**config.mk**
```make
export PLATFORM = sky130hd
export DESIGN_NAME = alu_seq64_flat
export DESIGN_NICKNAME = d
export VERILOG_FILES = /design/src/rtl/alu_seq64_if.sv /design/src/rtl/alu_seq64.sv /design/src/flat_wrapper.sv
export SDC_FILE = /design/constraint.sdc
export NUM_CORES = 1
export LEC_CHECK = 0
export ABC_CLOCK_PERIOD_IN_PS = 2900
export BUFFER_PORTS_ARGS = -buffer_cell sky130_fd_sc_hd__clkbuf_2
export CORE_ASPECT_RATIO = 1.2
export CORE_MARGIN = 5
export CORE_UTILIZATION = 54
export DETAILED_ROUTE_END_ITERATION = 8
export PLACE_DENSITY = 0.8
export SLEW_MARGIN = 20
export SYNTH_ARGS = -nofsm -noshare
export SYNTH_HDL_FRONTEND = slang
export SYNTH_SLANG_ARGS = --single-unit
```
**constraint.sdc**
```tcl
create_clock -name clk -period 2.9 [get_ports clk]
set_clock_uncertainty 0.2 [all_clocks]
set_input_delay 0.58 -clock clk [delete_from_list [all_inputs] [get_ports clk]]
set_output_delay 0.58 -clock clk [all_outputs]
set_load 0.02 [all_outputs]
```
**src/rtl/alu_seq64_if.sv**
```systemverilog
// Request/response handshake bundle between the issue logic and the ALU sequencer.
// The issuer is the master; the sequencer is the slave.
interface alu_seq64_if #(
  parameter int unsigned W = 32
);
  logic           req_valid;
  logic           req_ready;
  logic [1:0]     req_op;
  logic [2*W-1:0] req_a;
  logic [2*W-1:0] req_b;
  logic           rsp_valid;
  logic           rsp_ready;
  logic [2*W-1:0] rsp_y;
  logic           rsp_c;
  logic           rsp_v;

  modport master (
    output req_valid, req_op, req_a, req_b, rsp_ready,
    input  req_ready, rsp_valid, rsp_y, rsp_c, rsp_v
  );

  modport slave (
    input  req_valid, req_op, req_a, req_b, rsp_ready,
    output req_ready, rsp_valid, rsp_y, rsp_c, rsp_v
  );
endinterface

```
**src/rtl/alu_seq64.sv**
```systemverilog
// Issue-side sequencer for the 32-bit combinational ALU: runs 32/64-bit add/sub as one or two
// ALU passes, chaining the carry, and returns result plus carry/overflow flags.
module alu_seq64 #(
  parameter int unsigned W = 32
) (
  input  logic          clk,
  input  logic          rst_n,
  alu_seq64_if.slave    bus,
  output logic [5:0]    alu_sel,
  output logic          alu_cin,
  output logic [W-1:0]  alu_a,
  output logic [W-1:0]  alu_b,
  input  logic [W-1:0]  alu_y
);

  typedef enum logic [1:0] {StIdle, StLo, StHi, StDone} state_e;

  localparam logic [5:0] SelAdd = 6'b000001;

  state_e         state_q, state_d;
  logic [1:0]     op_q, op_d;
  logic [2*W-1:0] a_q, a_d;
  logic [2*W-1:0] b_q, b_d;
  logic [W-1:0]   y_lo_q, y_lo_d;
  logic           carry_q, carry_d;
  logic [2*W-1:0] rsp_y_q, rsp_y_d;
  logic           rsp_c_q, rsp_c_d;
  logic           rsp_v_q, rsp_v_d;
  logic           rsp_valid_q, rsp_valid_d;
  logic [5:0]     alu_sel_q, alu_sel_d;
  logic           alu_cin_q, alu_cin_d;
  logic [W-1:0]   alu_a_q, alu_a_d;
  logic [W-1:0]   alu_b_q, alu_b_d;

  logic c_out;
  logic ovf;

  // The ALU has no carry output, so recover it from the unsigned wrap of the sum.
  assign c_out = (alu_y < alu_a_q) | (alu_cin_q & (alu_y == alu_a_q));
  assign ovf   = (alu_a_q[W-1] == alu_b_q[W-1]) & (alu_y[W-1] != alu_a_q[W-1]);

  always_comb begin
    state_d = state_q;
    op_d    = op_q;
    a_d     = a_q;
    b_d     = b_q;
    y_lo_d  = y_lo_q;
    carry_d = carry_q;
    rsp_y_d = rsp_y_q;
    rsp_c_d = rsp_c_q;
    rsp_v_d = rsp_v_q;

    unique case (state_q)
      StIdle: begin
        if (bus.req_valid) begin
          op_d    = bus.req_op;
          a_d     = bus.req_a;
          b_d     = bus.req_b;
          state_d = StLo;
        end
      end
      StLo: begin
        y_lo_d  = alu_y;
        carry_d = c_out;
        if (op_q[1]) begin
          rsp_y_d = {{W{1'b0}}, alu_y};
          rsp_c_d = c_out;
          rsp_v_d = ovf;
          state_d = StDone;
        end else begin
          state_d = StHi;
        end
      end
      StHi: begin
        rsp_y_d = {alu_y, y_lo_q};
        rsp_c_d = c_out;
        rsp_v_d = ovf;
        state_d = StDone;
      end
      StDone: begin
        if (bus.rsp_ready) begin
          state_d = StIdle;
        end
      end
      default: state_d = StIdle;
    endcase
  end

  // ALU drives are computed from the next state and registered, so they never glitch.
  always_comb begin
    alu_sel_d   = '0;
    alu_cin_d   = 1'b0;
    alu_a_d     = '0;
    alu_b_d     = '0;
    rsp_valid_d = (state_d == StDone);
    if (state_d == StLo) begin
      alu_sel_d = SelAdd;
      alu_a_d   = a_d[W-1:0];
      alu_b_d   = b_d[W-1:0] ^ {W{op_d[0]}};
      alu_cin_d = op_d[0];
    end else if (state_d == StHi) begin
      alu_sel_d = SelAdd;
      alu_a_d   = a_d[2*W-1:W];
      alu_b_d   = b_d[2*W-1:W] ^ {W{op_d[0]}};
      alu_cin_d = carry_d;
    end
  end

  always_ff @(posedge clk or negedge rst_n) begin
    if (!rst_n) begin
      state_q     <= StIdle;
      op_q        <= '0;
      a_q         <= '0;
      b_q         <= '0;
      y_lo_q      <= '0;
      carry_q     <= 1'b0;
      rsp_y_q     <= '0;
      rsp_c_q     <= 1'b0;
      rsp_v_q     <= 1'b0;
      rsp_valid_q <= 1'b0;
      alu_sel_q   <= '0;
      alu_cin_q   <= 1'b0;
      alu_a_q     <= '0;
      alu_b_q     <= '0;
    end else begin
      state_q     <= state_d;
      op_q        <= op_d;
      a_q         <= a_d;
      b_q         <= b_d;
      y_lo_q      <= y_lo_d;
      carry_q     <= carry_d;
      rsp_y_q     <= rsp_y_d;
      rsp_c_q     <= rsp_c_d;
      rsp_v_q     <= rsp_v_d;
      rsp_valid_q <= rsp_valid_d;
      alu_sel_q   <= alu_sel_d;
      alu_cin_q   <= alu_cin_d;
      alu_a_q     <= alu_a_d;
      alu_b_q     <= alu_b_d;
    end
  end

  assign bus.req_ready = (state_q == StIdle);
  assign bus.rsp_valid = rsp_valid_q;
  assign bus.rsp_y     = rsp_y_q;
  assign bus.rsp_c     = rsp_c_q;
  assign bus.rsp_v     = rsp_v_q;

  assign alu_sel = alu_sel_q;
  assign alu_cin = alu_cin_q;
  assign alu_a   = alu_a_q;
  assign alu_b   = alu_b_q;

endmodule

```
**src/flat_wrapper.sv**
```systemverilog
// flat-port wrapper written by rule: the top's interface ports become plain ports
module alu_seq64_flat 
#(
  parameter int unsigned W = 32
)
  (clk, rst_n, alu_sel, alu_cin, alu_a, alu_b, alu_y, bus_req_valid, bus_req_op, bus_req_a, bus_req_b, bus_rsp_ready, bus_req_ready, bus_rsp_valid, bus_rsp_y, bus_rsp_c, bus_rsp_v);
  alu_seq64_if #(.W(W)) bus_i ();
  input  logic clk;
  input  logic rst_n;
  output logic [5:0] alu_sel;
  output logic alu_cin;
  output logic [W-1:0] alu_a;
  output logic [W-1:0] alu_b;
  input  logic [W-1:0] alu_y;
  input wire logic [$bits(bus_i.req_valid)-1:0] bus_req_valid;
  input wire logic [$bits(bus_i.req_op)-1:0] bus_req_op;
  input wire logic [$bits(bus_i.req_a)-1:0] bus_req_a;
  input wire logic [$bits(bus_i.req_b)-1:0] bus_req_b;
  input wire logic [$bits(bus_i.rsp_ready)-1:0] bus_rsp_ready;
  output wire logic [$bits(bus_i.req_ready)-1:0] bus_req_ready;
  output wire logic [$bits(bus_i.rsp_valid)-1:0] bus_rsp_valid;
  output wire logic [$bits(bus_i.rsp_y)-1:0] bus_rsp_y;
  output wire logic [$bits(bus_i.rsp_c)-1:0] bus_rsp_c;
  output wire logic [$bits(bus_i.rsp_v)-1:0] bus_rsp_v;
  assign bus_i.req_valid = bus_req_valid;
  assign bus_i.req_op = bus_req_op;
  assign bus_i.req_a = bus_req_a;
  assign bus_i.req_b = bus_req_b;
  assign bus_i.rsp_ready = bus_rsp_ready;
  assign bus_req_ready = bus_i.req_ready;
  assign bus_rsp_valid = bus_i.rsp_valid;
  assign bus_rsp_y = bus_i.rsp_y;
  assign bus_rsp_c = bus_i.rsp_c;
  assign bus_rsp_v = bus_i.rsp_v;
  alu_seq64 #(.W(W)) u_core (.clk(clk), .rst_n(rst_n), .bus(bus_i), .alu_sel(alu_sel), .alu_cin(alu_cin), .alu_a(alu_a), .alu_b(alu_b), .alu_y(alu_y));
endmodule
```
==> impl_metrics.tcl <==
set metrics [dict create \
    run_status "finished, final reports clean" \
    ios 305 \
    final_slew_violations 0 \
    worst_setup_path_start_kind "flip-flop" \
    synth-seq-cells 298 \
    synthMostInstantiatedCell "dfrtp_1" \
    area_occupied_by_registers_mm2 0.00746 \
    yosys_warnings 0 \
    initial_utilization_pct 54.6 \
    worst_path_largest_cell_delay_ps 530 \
    timing.final.crit_period_ps 2620 \
    dp.final_hpwl_um 21600 \
    synth_area_per_cell_um2 13.1 \
    highest_signal_layer "met5" \
    routedLengthMet1_um 11800 \
    grt_antenna_before_repair 6 \
    min_from "bus_req_op[1]" \
    post_route_cells_drive_above_1_share_pct 38.8 \
    grt_pass1_vias 9223 \
    worstSkewPairLatency_ps 530 \
    h-tree-depth 1 \
    clkSinkCount 298 \
    worst_setup_path_end_kind "flip-flop" \
    floorplan.rows 62 \
    ctsRootBufferMaster "clkbuf_16" \
    worst_vdd_ir_mv 0.759 \
    setup_viol_count_final 0 \
    placement.cell_area_mm2 0.0148 \
    critical_path.cell_chain "inv_1, ha_1, nand4_1, nor4_1, and2_1, o31a_1, o21ai_1, mux2_2" \
    post_cts_buffers 0 \
    finalHoldViolCount 0 \
    route.vias.total 8553 \
    synth_top_cell_by_area "dfrtp_1" \
    hold_path_class "primary input to flip-flop" \
    p_per_cell_area_mw_per_mm2 1220 \
    die-area_mm2 0.0273 \
    number_of_fill_cells 1796 \
    met3_wirelength_um 2380 \
    async_set_or_reset_register_ratio_after_synthesis_pct 100 \
    synth_top_cells_by_count "dfrtp_1, nand2_1, a22o_1" \
    synth-seq-area-share_pct 57.3 \
    core_area_mm2 0.0238 \
    leakage_nw 7.88 \
    grt_pass1_wl_um 49300 \
    maxCapViolCount 0 \
    drtPass1Iterations 4 \
    worst_r2r_start "u_core.alu_a[31]" \
    arrival_ps 2830 \
    violation_count_after_the_first_detailed_routing_iteration 336 \
    globalRouteTotalUtil_pct 22.4 \
    clk_pin_slew_worst_paths_ps 60 \
    maximum_number_of_pins_on_one_net_before_global_route_repair 72 \
    met2_wirelength_um 15200 \
    floorplan.die.width_um 152 \
    ant_nets 0 \
    worst_slew_slack_as_a_fraction_of_its_limit_pct 40.8 \
    clock_tree.buffer_depth 3 \
    synth_area_leaders "dfrtp_1, mux2_4, a22o_1" \
    routed_wirelength_um 30700 \
    io_buffers 299 \
    drt-vias-per-instance 5.27 \
    timing.critical_path.slowest_stage_cell "nor4_1" \
    drc 0 \
    synth_area_mm2 0.0130 \
    final_design_area_no_fill_mm2 0.0159 \
    chipHeight_um 180 \
    library_cells_used_by_synthesis 46 \
    cp-startpoint "u_core.alu_a[31]" \
    globalplace.congestion 0.846 \
    critical_path_peak_fanout 4 \
    finalPower_mw 19.4 \
    fin_crit_share_pct 90.3 \
    grt_setup_unrepaired "false" \
    synth_top_flop_cell "dfrtp_1" \
    fmaxAchievable_mhz 382 \
    tritoncts "yes" \
    synthCells 990 \
    syn2layout_area_growth_pct 22.0 \
    crit_type "flip-flop to flip-flop" \
    synth_edf_count 0 \
    synth_top_area_share_pct 57.3 \
    multiInputGateArea_mm2 0.00502 \
    wire_per_inst_um 18.9 \
    cp_data_required_time_ps 3110 \
    design.final.nets 1482 \
    cts_inserted_buffers 29 \
    worst-slew-pin-transition_ps 886 \
    grt_overflow 0 \
    fin_setup_tns_ps 0 \
]
-- worst paths after layout --
kind                       depth (start not counted)                    to  slack (ps)
setup / recovery                                   8        u_core.carry_q         280
hold / removal                                     2        u_core.op_q[1]          70
setup reg to reg                                   8        u_core.carry_q         280
hold reg to reg                                    2     u_core.y_lo_q[15]         280
max in group asynchronous                          3  u_core.bus.rsp_y[52]        1340
min in group asynchronous                          2         u_core.b_q[8]         410
-- layout make-up --
cell class / count / area share (%)
antenna: 4 / 0.0631
tap: 320 / 2.52
inverter: 37 / 0.875
timing repair buffer: 323 / 11.4
multi-input combinational: 592 / 31.6
clock buffer: 36 / 5.12
sequential: 298 / 47.0
clock inverter: 14 / 1.43
-- cells by family (layout without fill, tap and decap cells) --
family,Yosys count,in the layout,share of synthesized area [%]
other cells,1,9,0.0288
fa+ha+maj,35,35,3.37
compound gates,160,160,9.29
xor+xnor,65,65,4.38
simple gates,163,163,5.14
flops,298,298,57.3
mux,164,164,16.0
buf+inv,104,410,4.46
-- per-stage QoR --
stage               worst slack (ps)  hold slack, ps  std cells  util (%)
detailed placement              34.5             263       1569      62.2
CTS                              289            50.9       1620      66.6
floorplan                        584            84.4        994         -
global placement                 121             256       1569      62.2
global route                     129            66.2       1624      66.7
finish                           281            69.6       1624      66.7
-- flip-flops by register name, summed over array words and instances, names as in the netlist, 2 cells and up --
| register | cells |
|---|---|
| u_core.a_q | 64 |
| u_core.alu_a | 32 |
| u_core.alu_b | 32 |
| u_core.y_lo_q | 32 |
| u_core.op_q | 2 |
| u_core.b_q | 64 |
| u_core.bus.rsp_y | 64 |
| u_core.state_q | 2 |
-- metal layers --
| layer | up-vias | GRT usage [%] |
|---|---|---|
| li1 | 3997 | - |
| met1 | 4191 | 28.3 |
| met2 | 282 | 37.3 |
| met3 | 79 | 5.36 |
| met4 | 4 | 8.63 |
| met5 | - | 0 |
-- critical path: cells and delay by family (launching register included) --
family,cells,cell delay [ps]
muxes,1,290
and+or+nand+nor,3,970
DFF,1,390
adders and majority gates,1,350
AOI/OAI and AO/OA,2,230
buffers and inverters,1,70
-- report_power, final --
part           switching [mW]  total (mW)  internal [mW]
combinational            4.55        8.47           3.92
sequential              0.821        6.92           6.09
clock                    1.54        4.04           2.50
-- layout by cell type (no fill, tap or decap), drive strengths merged, types with 3 or more instances in the layout --
cell and n:
a21o 3, a22o 96, inv 37, nor3 6, conb 5, buf 24, mux2 131, clkinv 7
xnor2 64, nand4 6, dfrtp 298, nor2b 5, mux2i 33, nand2 135, a21oi 14, ha 35
diode 4, nor2 4, o21ai 36, clkbuf 334, bufinv 6
-- timing repair --
action,in CTS,in global routing
hold buffers,1,0
gates resized for setup,0,0
endpoints found under the hold margin,65,0
Power figures use the tool's default switching activity.
